--- config.mk ---
export PLATFORM = sky130hd
export DESIGN_NAME = booth_mult_seq
export DESIGN_NICKNAME = d
export VERILOG_FILES = /design/src/rtl/booth_pkg.sv /design/src/rtl/booth_mult_step.sv /design/src/rtl/booth_mult_seq.sv
export SDC_FILE = /design/constraint.sdc
export NUM_CORES = 1
export LEC_CHECK = 0
export ABC_AREA = 1
export CAP_MARGIN = 5
export CORE_MARGIN = 3
export CORE_UTILIZATION = 50
export CTS_CLUSTER_DIAMETER = 150
export DETAILED_ROUTE_END_ITERATION = 8
export PLACE_DENSITY_LB_ADDON = 0.08
export SLEW_MARGIN = 10
export SYNTH_ARGS = -nofsm -noshare
export SYNTH_HDL_FRONTEND = slang
export SYNTH_SLANG_ARGS = --single-unit
--- constraint.sdc ---
create_clock -name clk -period 5.7 [get_ports clk]
set_clock_uncertainty 0.1 [all_clocks]
set_input_delay 0.57 -clock clk [delete_from_list [all_inputs] [get_ports clk]]
set_output_delay 0.57 -clock clk [all_outputs]
set_load 0.005 [all_outputs]
--- src/rtl/booth_pkg.sv ---
// Shared definitions for the sequential radix-2 Booth multiplier: FSM states,
// Booth pair decode constants and the iteration counter width.
package booth_pkg;

    typedef enum logic [2:0] {
        StIdle,
        StLoadY,
        StCalc,
        StOutH,
        StOutL
    } state_e;

    // {Y[0], y_m1} pairs that require an add or a subtract of X
    localparam logic [1:0] BOOTH_ADD = 2'b01;
    localparam logic [1:0] BOOTH_SUB = 2'b10;

    // Counter must hold the value W1 itself, not just W1-1
    function automatic int unsigned cnt_width(input int unsigned w1);
        return $clog2(w1 + 1);
    endfunction

endpackage

--- src/rtl/booth_mult_step.sv ---
// One combinational radix-2 Booth iteration: add/sub X, then arithmetic right shift.
module booth_step
    import booth_pkg::*;
#(
    parameter int unsigned W1 = 7
) (
    input  logic [W1-1:0] a,
    input  logic [W1-1:0] x,
    input  logic [W1-1:0] y,
    input  logic          y_m1,
    output logic [W1-1:0] a_nxt,
    output logic [W1-1:0] y_nxt,
    output logic          y_m1_nxt
);

    logic [W1-1:0] sum;

    always_comb begin
        sum = a;
        case ({y[0], y_m1})
            BOOTH_ADD: sum = a + x;
            BOOTH_SUB: sum = a - x;
            default:   sum = a;
        endcase
    end

    // Shift {sum, y, y_m1} right by one, replicating the accumulator sign bit
    assign a_nxt    = {sum[W1-1], sum[W1-1:1]};
    assign y_nxt    = {sum[0], y[W1-1:1]};
    assign y_m1_nxt = y[0];

endmodule

--- src/rtl/booth_mult_seq.sv ---
// Sequential radix-2 Booth multiplier with two-beat operand input, two-beat
// product output and valid/ready handshakes on both buses.
module booth_mult_seq
    import booth_pkg::*;
#(
    parameter int unsigned WIDTH = 6
) (
    input  logic             clk,
    input  logic             rst,
    input  logic [WIDTH-1:0] inBus,
    input  logic             in_valid,
    output logic             in_ready,
    input  logic             mode_signed,
    output logic [WIDTH-1:0] outBus,
    output logic             out_valid,
    input  logic             out_ready,
    output logic             busy
);

    localparam int unsigned W1   = WIDTH + 1;
    localparam int unsigned CntW = cnt_width(W1);
    localparam logic [CntW-1:0] CntInit = CntW'(W1);
    localparam logic [CntW-1:0] CntOne  = CntW'(1);

    state_e            state_q, state_d;
    logic [W1-1:0]     x_q, x_d;
    logic [W1-1:0]     a_q, a_d;
    logic [W1-1:0]     y_q, y_d;
    logic              ym1_q, ym1_d;
    logic [CntW-1:0]   cnt_q, cnt_d;
    logic              mode_q, mode_d;
    logic              busy_q, busy_d;

    logic [W1-1:0]     a_step, y_step;
    logic              ym1_step;
    logic [2*WIDTH-1:0] prod;

    // Sign- or zero-extend so unsigned operands survive the signed recoding
    function automatic logic [W1-1:0] ext(input logic [WIDTH-1:0] v, input logic s);
        return {s & v[WIDTH-1], v};
    endfunction

    booth_step #(
        .W1 (W1)
    ) u_step (
        .a        (a_q),
        .x        (x_q),
        .y        (y_q),
        .y_m1     (ym1_q),
        .a_nxt    (a_step),
        .y_nxt    (y_step),
        .y_m1_nxt (ym1_step)
    );

    // Top bits of {A,Y} are pure extension and are dropped
    assign prod = {a_q[WIDTH-2:0], y_q};
    assign busy = busy_q;

    always_comb begin
        state_d   = state_q;
        x_d       = x_q;
        a_d       = a_q;
        y_d       = y_q;
        ym1_d     = ym1_q;
        cnt_d     = cnt_q;
        mode_d    = mode_q;
        busy_d    = busy_q;
        in_ready  = 1'b0;
        out_valid = 1'b0;
        outBus    = '0;
        unique case (state_q)
            StIdle: begin
                in_ready = ~rst;
                if (in_valid && in_ready) begin
                    x_d     = ext(inBus, mode_signed);
                    mode_d  = mode_signed;
                    busy_d  = 1'b1;
                    state_d = StLoadY;
                end
            end
            StLoadY: begin
                in_ready = 1'b1;
                if (in_valid) begin
                    y_d     = ext(inBus, mode_q);
                    a_d     = '0;
                    ym1_d   = 1'b0;
                    cnt_d   = CntInit;
                    state_d = StCalc;
                end
            end
            StCalc: begin
                a_d   = a_step;
                y_d   = y_step;
                ym1_d = ym1_step;
                cnt_d = cnt_q - CntOne;
                if (cnt_q == CntOne) begin
                    state_d = StOutH;
                end
            end
            StOutH: begin
                out_valid = 1'b1;
                outBus    = prod[2*WIDTH-1:WIDTH];
                if (out_ready) begin
                    state_d = StOutL;
                end
            end
            StOutL: begin
                out_valid = 1'b1;
                outBus    = prod[WIDTH-1:0];
                if (out_ready) begin
                    busy_d  = 1'b0;
                    state_d = StIdle;
                end
            end
            default: state_d = StIdle;
        endcase
    end

    always_ff @(posedge clk or posedge rst) begin
        if (rst) begin
            state_q <= StIdle;
            x_q     <= '0;
            a_q     <= '0;
            y_q     <= '0;
            ym1_q   <= 1'b0;
            cnt_q   <= '0;
            mode_q  <= 1'b0;
            busy_q  <= 1'b0;
        end else begin
            state_q <= state_d;
            x_q     <= x_d;
            a_q     <= a_d;
            y_q     <= y_d;
            ym1_q   <= ym1_d;
            cnt_q   <= cnt_d;
            mode_q  <= mode_d;
            busy_q  <= busy_d;
        end
    end

endmodule

# Word-level counts from Yosys, hierarchy flattened
# Index checks and enable logic that the tools add are counted.
# W data, S select, Z words.
# word_totals
reg_bits,30
output_inout_bits,9
wordCells,56
# classes
addsub,3
n_eq_ne,12
muxes,21
bitwise_logic,3
n_reduce_logical,9
# op_table
op,n
$pmux W7 S2,3
$mux W3,6
$pmux W3 S5,1
$mux W7,2
$pmux W6 S2,1
$ne A2 B2 Y1 const B,5
$add A7 B7 Y7,1
$sub A7 B7 Y7,1
$eq A3 B1 Y1 const B,2
$eq A3 B2 Y1 const B,2
$pmux W1 S2,3
$pmux W3 S2,1
$reduce_and A5 Y1,1
$mux W1,4
$reduce_and A2 Y1,2
$reduce_bool A2 Y1,2
$eq A3 B3 Y1 const B,1
$logic_not A3 Y1,1
$reduce_and A3 Y1,1
$sub A3 B1 Y3 const B,1
$and A1 B1 Y1,2
$eq A2 B1 Y1 const B,1
$eq A2 B2 Y1 const B,1
$reduce_or A2 Y1,1
other kinds (2),2

# Longest topological paths before layout
# logic_depth
word_depth,4
ltp_mapped,16
depth_no_buf,16

# Hierarchy
# A second synthesis with hierarchy kept.
# unflattened
hier_cells,274
area_unflattened_um2,2105.8
# by_module_without_submodules
module,n_inst,cells_each,area_each_um2
booth_mult_seq,1,175,1531.5
booth_step,1,99,574.3

# Worst setup path after synthesis
# OpenSTA, ideal clock, no wires.
# synth_path
kind,in2reg
start,in rst
end,reg x_q[5]
t_arrival_ps,1988
setup_slack_ps,3492
cell_stages,6
path_buffers,0
cell_sequence,inv_1 > nand2_1 > nor3_4 > inv_2 > nand2_1 > o21ai_1
# synth_between
elab_chain_cells,3
# synth_lines
item,line_no,text
start: declaration,booth_mult_seq.sv:9,"input logic rst,"
$not A1 Y1,booth_mult_seq.sv:73,in_ready = ~rst;
$logic_and A1 B1 Y1,booth_mult_seq.sv:74,if (in_valid && in_ready) begin
$reduce_and A2 Y1 (no source line),n/a,
end signal: assignment,booth_mult_seq.sv:122,x_q <= '0;
end signal: assignment,booth_mult_seq.sv:131,x_q <= x_d;
end: declaration,booth_mult_seq.sv:26,"logic [W1-1:0] x_q, x_d;"
# Every way passes these cells.
# A chain may end at the register's enable or synchronous reset.

# Worst setup path in the final report
# layout_path
start,reg state_q[0]
end,out outBus[4]
# layout_between
elab_chain_cells,2
word_cells_on_any_way,3
classes_between,eq/ne (2); mux (1)
# layout_lines
item,line_no,text
start: declaration,booth_mult_seq.sv:25,"state_e state_q, state_d;"
start signal: assignment,booth_mult_seq.sv:121,state_q <= StIdle;
start signal: assignment,booth_mult_seq.sv:130,state_q <= state_d;
$eq A3 B3 Y1 or $eq A3 B2 Y1 (tied branches),booth_mult_seq.sv:71,unique case (state_q)
$pmux W6 S2 (*),booth_mult_seq.sv:71,
end: declaration,booth_mult_seq.sv:14,"output logic [WIDTH-1:0] outBus,"
# Every way passes the cells marked *; elsewhere a longest branch is shown, timed or not.

==> parameters.txt <==
Parameter                              Value

Cells and area
  Number of diodes    0
  Ratio of cells with drive above 1 in the final layout    9.27%
  Number of nets in the layout    280
  Area added between synthesis and finish    15.0%

Worst setup path
  Critical Setup Path Class    reg2out
  Largest delay contributor family on the critical path    buffers and inverters
  Startpoint of the worst register-to-register path    x_q[0]
  Worst Setup Start Kind    register
  Path length in cells of the critical path    4
  Largest fanout on the critical path    9
  First element of the critical path    state_q[0]
  Terminus of the critical flop-to-flop path    a_q[4]
  Kind of end point of the critical path    output port
  Required time at the endpoint of the critical path    5.03 ns
  WP buf/inv    2
  Worst reg2reg path depth    13
  CP max stage cell    sky130_fd_sc_hd__clkdlybuf4s50_1
  Critical path cell sequence    inv_1 -> nand3_2 -> o22ai_1 -> clkdlybuf4s50_1
  CP max stage delay    0.54 ns
  Arrival @ worst endpoint    1.88 ns
  Termination of the worst setup path    outBus[4]
  Register-to-register setup slack    3.49 ns

Timing
  Pins over their slew limit    0
  Post-route worst setup slack    3.15 ns
  Hold violation total from the final report    0
  Final total negative setup slack    0 ns
  Fin crit share    44.7%
  Worst Max-Slew Pin Slew    0.596 ns
  Rel. slew slack    60.1%
  Setup repair after global routing missed its margin    false
  Final Setup Violations    0
  Post-route minimum period    about 2.5 ns
  Max frequency    approximately 0.39 GHz

CTS
  Level count of the clock H-tree    2
  CTS resizes    0
  Cts bufs inserted    5
  Clock transition at the registers of the reported paths    0.06 ns
  TritonCTS clock tree    built
  Post-CTS Repair Setup Buffers    0
  Clk buf depth    2
  Clock root buffer    sky130_fd_sc_hd__clkbuf_8
  Hold-fix buffer count after cts    0
  Clock Latency Late Sink    0.28 ns
  Number of sinks driven by the clock tree    29

Die
  Placeable core region    0.00347 mm²
  Area of the die    0.00452 mm²
  Die span in x    67.2 µm
  Height of the die    67.2 µm
  Row count    21
  Starting density of the core    54.0%
  Count of boundary I/O pins    20

Routing
  Routed wire per std cell    around 13 µm
  Post-Route WL    3980 µm
  DRT Pass-1 Iters    4
  Antenna Nets Post-Route    0
  Via total after detailed routing    between 1,500 and 2,000
  Via-to-Cell Ratio    5.11
  Violation count after the first detailed-route iteration    51
  Count of unresolved DRC violations after routing    0

Placed design
  Count of input and output buffers    19
  Detailed placement HPWL    between 3000 and 4000 µm
  Dpl ws    3.26 ns
  Final GP Congestion    0.766

Synthesis
  Proportion of register bits with asynchronous set or reset after synthesis    100%
  Largest area contributor in the synthesized netlist    sky130_fd_sc_hd__dfrtp_1
  Prevailing post-synth register cell    sky130_fd_sc_hd__dfrtp_1
  Top post-synthesis cells by count    61 x sky130_fd_sc_hd__nand2_1, 40 x sky130_fd_sc_hd__inv_1, 29 x sky130_fd_sc_hd__dfrtp_1
  Post-synth top area share    38.7%
  Number of enable-type register cells in the synthesized netlist    0
  Syn Nets    ~260
  Mean instance size in the synthesized netlist    7.94 µm²
  Largest cells by area after synthesis    sky130_fd_sc_hd__dfrtp_1 39%, sky130_fd_sc_hd__nand2_1 12%, sky130_fd_sc_hd__inv_1 8.0%
  Synth warn    0
  Synthesized instance count    approximately 240
  Sequential element share of the synthesized area    approximately two fifths
  Netlist area before placement    0.00187 mm²
  Register bit total from synthesis    29
  Count of unique library cells instantiated by Yosys    27
  Count leader, synth    sky130_fd_sc_hd__nand2_1

Global route
  Total global routing track utilization    21.1%
  Antenna violations before repair    0
  Gr ovfl total    0
  Maximum number of pins on one net before global-route repair    31
  Vias in the first global route    1,539
  First-pass GRT wire length    7020 µm

Pwr
  Net load switching power    0.612 mW
  Largest vdd supply drop    0.291 mV
  Areal power density over the cells    608 mW/mm²
  Proportion of total power due to net switching    ~47%
  Leakage power total    roughly 1.1 nW
  Internal power of the cells    0.697 mW
  Clock Power Share    12.4%
  Combinational Power Share    59.7%
  Reg power frac    27.9%

Worst hold path
  Classification of the worst-slack hold path    reg2reg
  Cell count of the worst hold path    1

Flow run
  Max-Cap Viols    0

Run status
  Run status    finished, final reports clean
==> cell type report <==
class                      instances  area, µm²
timing repair buffer              20        198
multi-input combinational        159        930
fill                             326       1310
sequential                        29        726
clock inverter                     2       10.0
tap                               46       57.6
inverter                          43        161
clock buffer                       6       72.6
==> worst min path at each step <==
stage	startpoint	endpoint
floorplan	mode_q	mode_q
global placement	mode_q	mode_q
detailed placement	mode_q	mode_q
CTS	mode_q	mode_q
global route	cnt_q[2]	cnt_q[2]
finish	cnt_q[2]	cnt_q[2]
==> worst reg2reg max path, stage by stage, from the launching register on <==
cell and delay, ns:
sky130_fd_sc_hd__dfrtp_1 0.38, sky130_fd_sc_hd__inv_1 0.08, sky130_fd_sc_hd__ha_1 0.28, sky130_fd_sc_hd__inv_1 0.03, sky130_fd_sc_hd__o21ai_0 0.34, sky130_fd_sc_hd__inv_1 0.09
sky130_fd_sc_hd__ha_1 0.29, sky130_fd_sc_hd__nand3b_1 0.09, sky130_fd_sc_hd__nand2_1 0.10, sky130_fd_sc_hd__nand3_1 0.09, sky130_fd_sc_hd__nand2_1 0.07, sky130_fd_sc_hd__nand2_1 0.04
sky130_fd_sc_hd__nand3_1 0.06, sky130_fd_sc_hd__nand2_1 0.06
==> state kept, by name (all words and copies together), names as in the netlist <==
signal,flops
state_q,3
busy,1
mode_q,1
a_q,6
y_q,7
x_q,7
cnt_q,3
ym1_q,1
==> placed cells by master (no fill, tap or decap), drive strengths merged <==
master,n
nor3,2
nand2,62
nand3,12
fa,1
xnor2,3
a31oi,1
dfrtp,29
o221ai,4
o21ai,27
ha,10
clkdlybuf4s50,19
xor2,4
buf,1
o22ai,7
nand3b,2
a21oi,7
a22oi,4
nor2,13
inv,43
clkbuf,6
clkinv,2
==> power by group through the flow <==
stage / registers (mW) / clock network [mW] / logic [mW]
detailed placement: 0.368 / 0 / 0.777
floorplan: 0.347 / 0 / 0.628
finish: 0.365 / 0.162 / 0.782
global route: 0.376 / 0.177 / 0.901
CTS: 0.365 / 0.167 / 0.786
global placement: 0.365 / 0 / 0.769
==> layer usage <==
layer	routed length (µm)	part of all wire [%]	track usage [%]
met5	0	0	0
met4	99	2.5	8.10
met3	154	3.9	5.82
met2	1790	45	33.3
met1	1940	49	27.4
==> kinds of logic after synthesis <==
kind of cell	share of synthesized area [%]
buf+inv	11.6
flops	38.7
simple gates	22.2
fa+ha+maj	7.75
xor+xnor	3.27
compound gates	16.4
==> through the flow <==
stage	power, mW	std cells	hold slack (ns)	util (%)	cell area [µm²]
after floorplan	0.975	236	0.343	-	1870
after global placement	1.13	297	0.376	59.7	2070
after detailed placement	1.14	297	0.379	59.7	2070
after CTS	1.32	305	0.393	62.1	2150
after global routing	1.45	305	0.422	62.1	2150
final	1.31	305	0.395	62.1	2150
(Power assumes the default switching activity.)
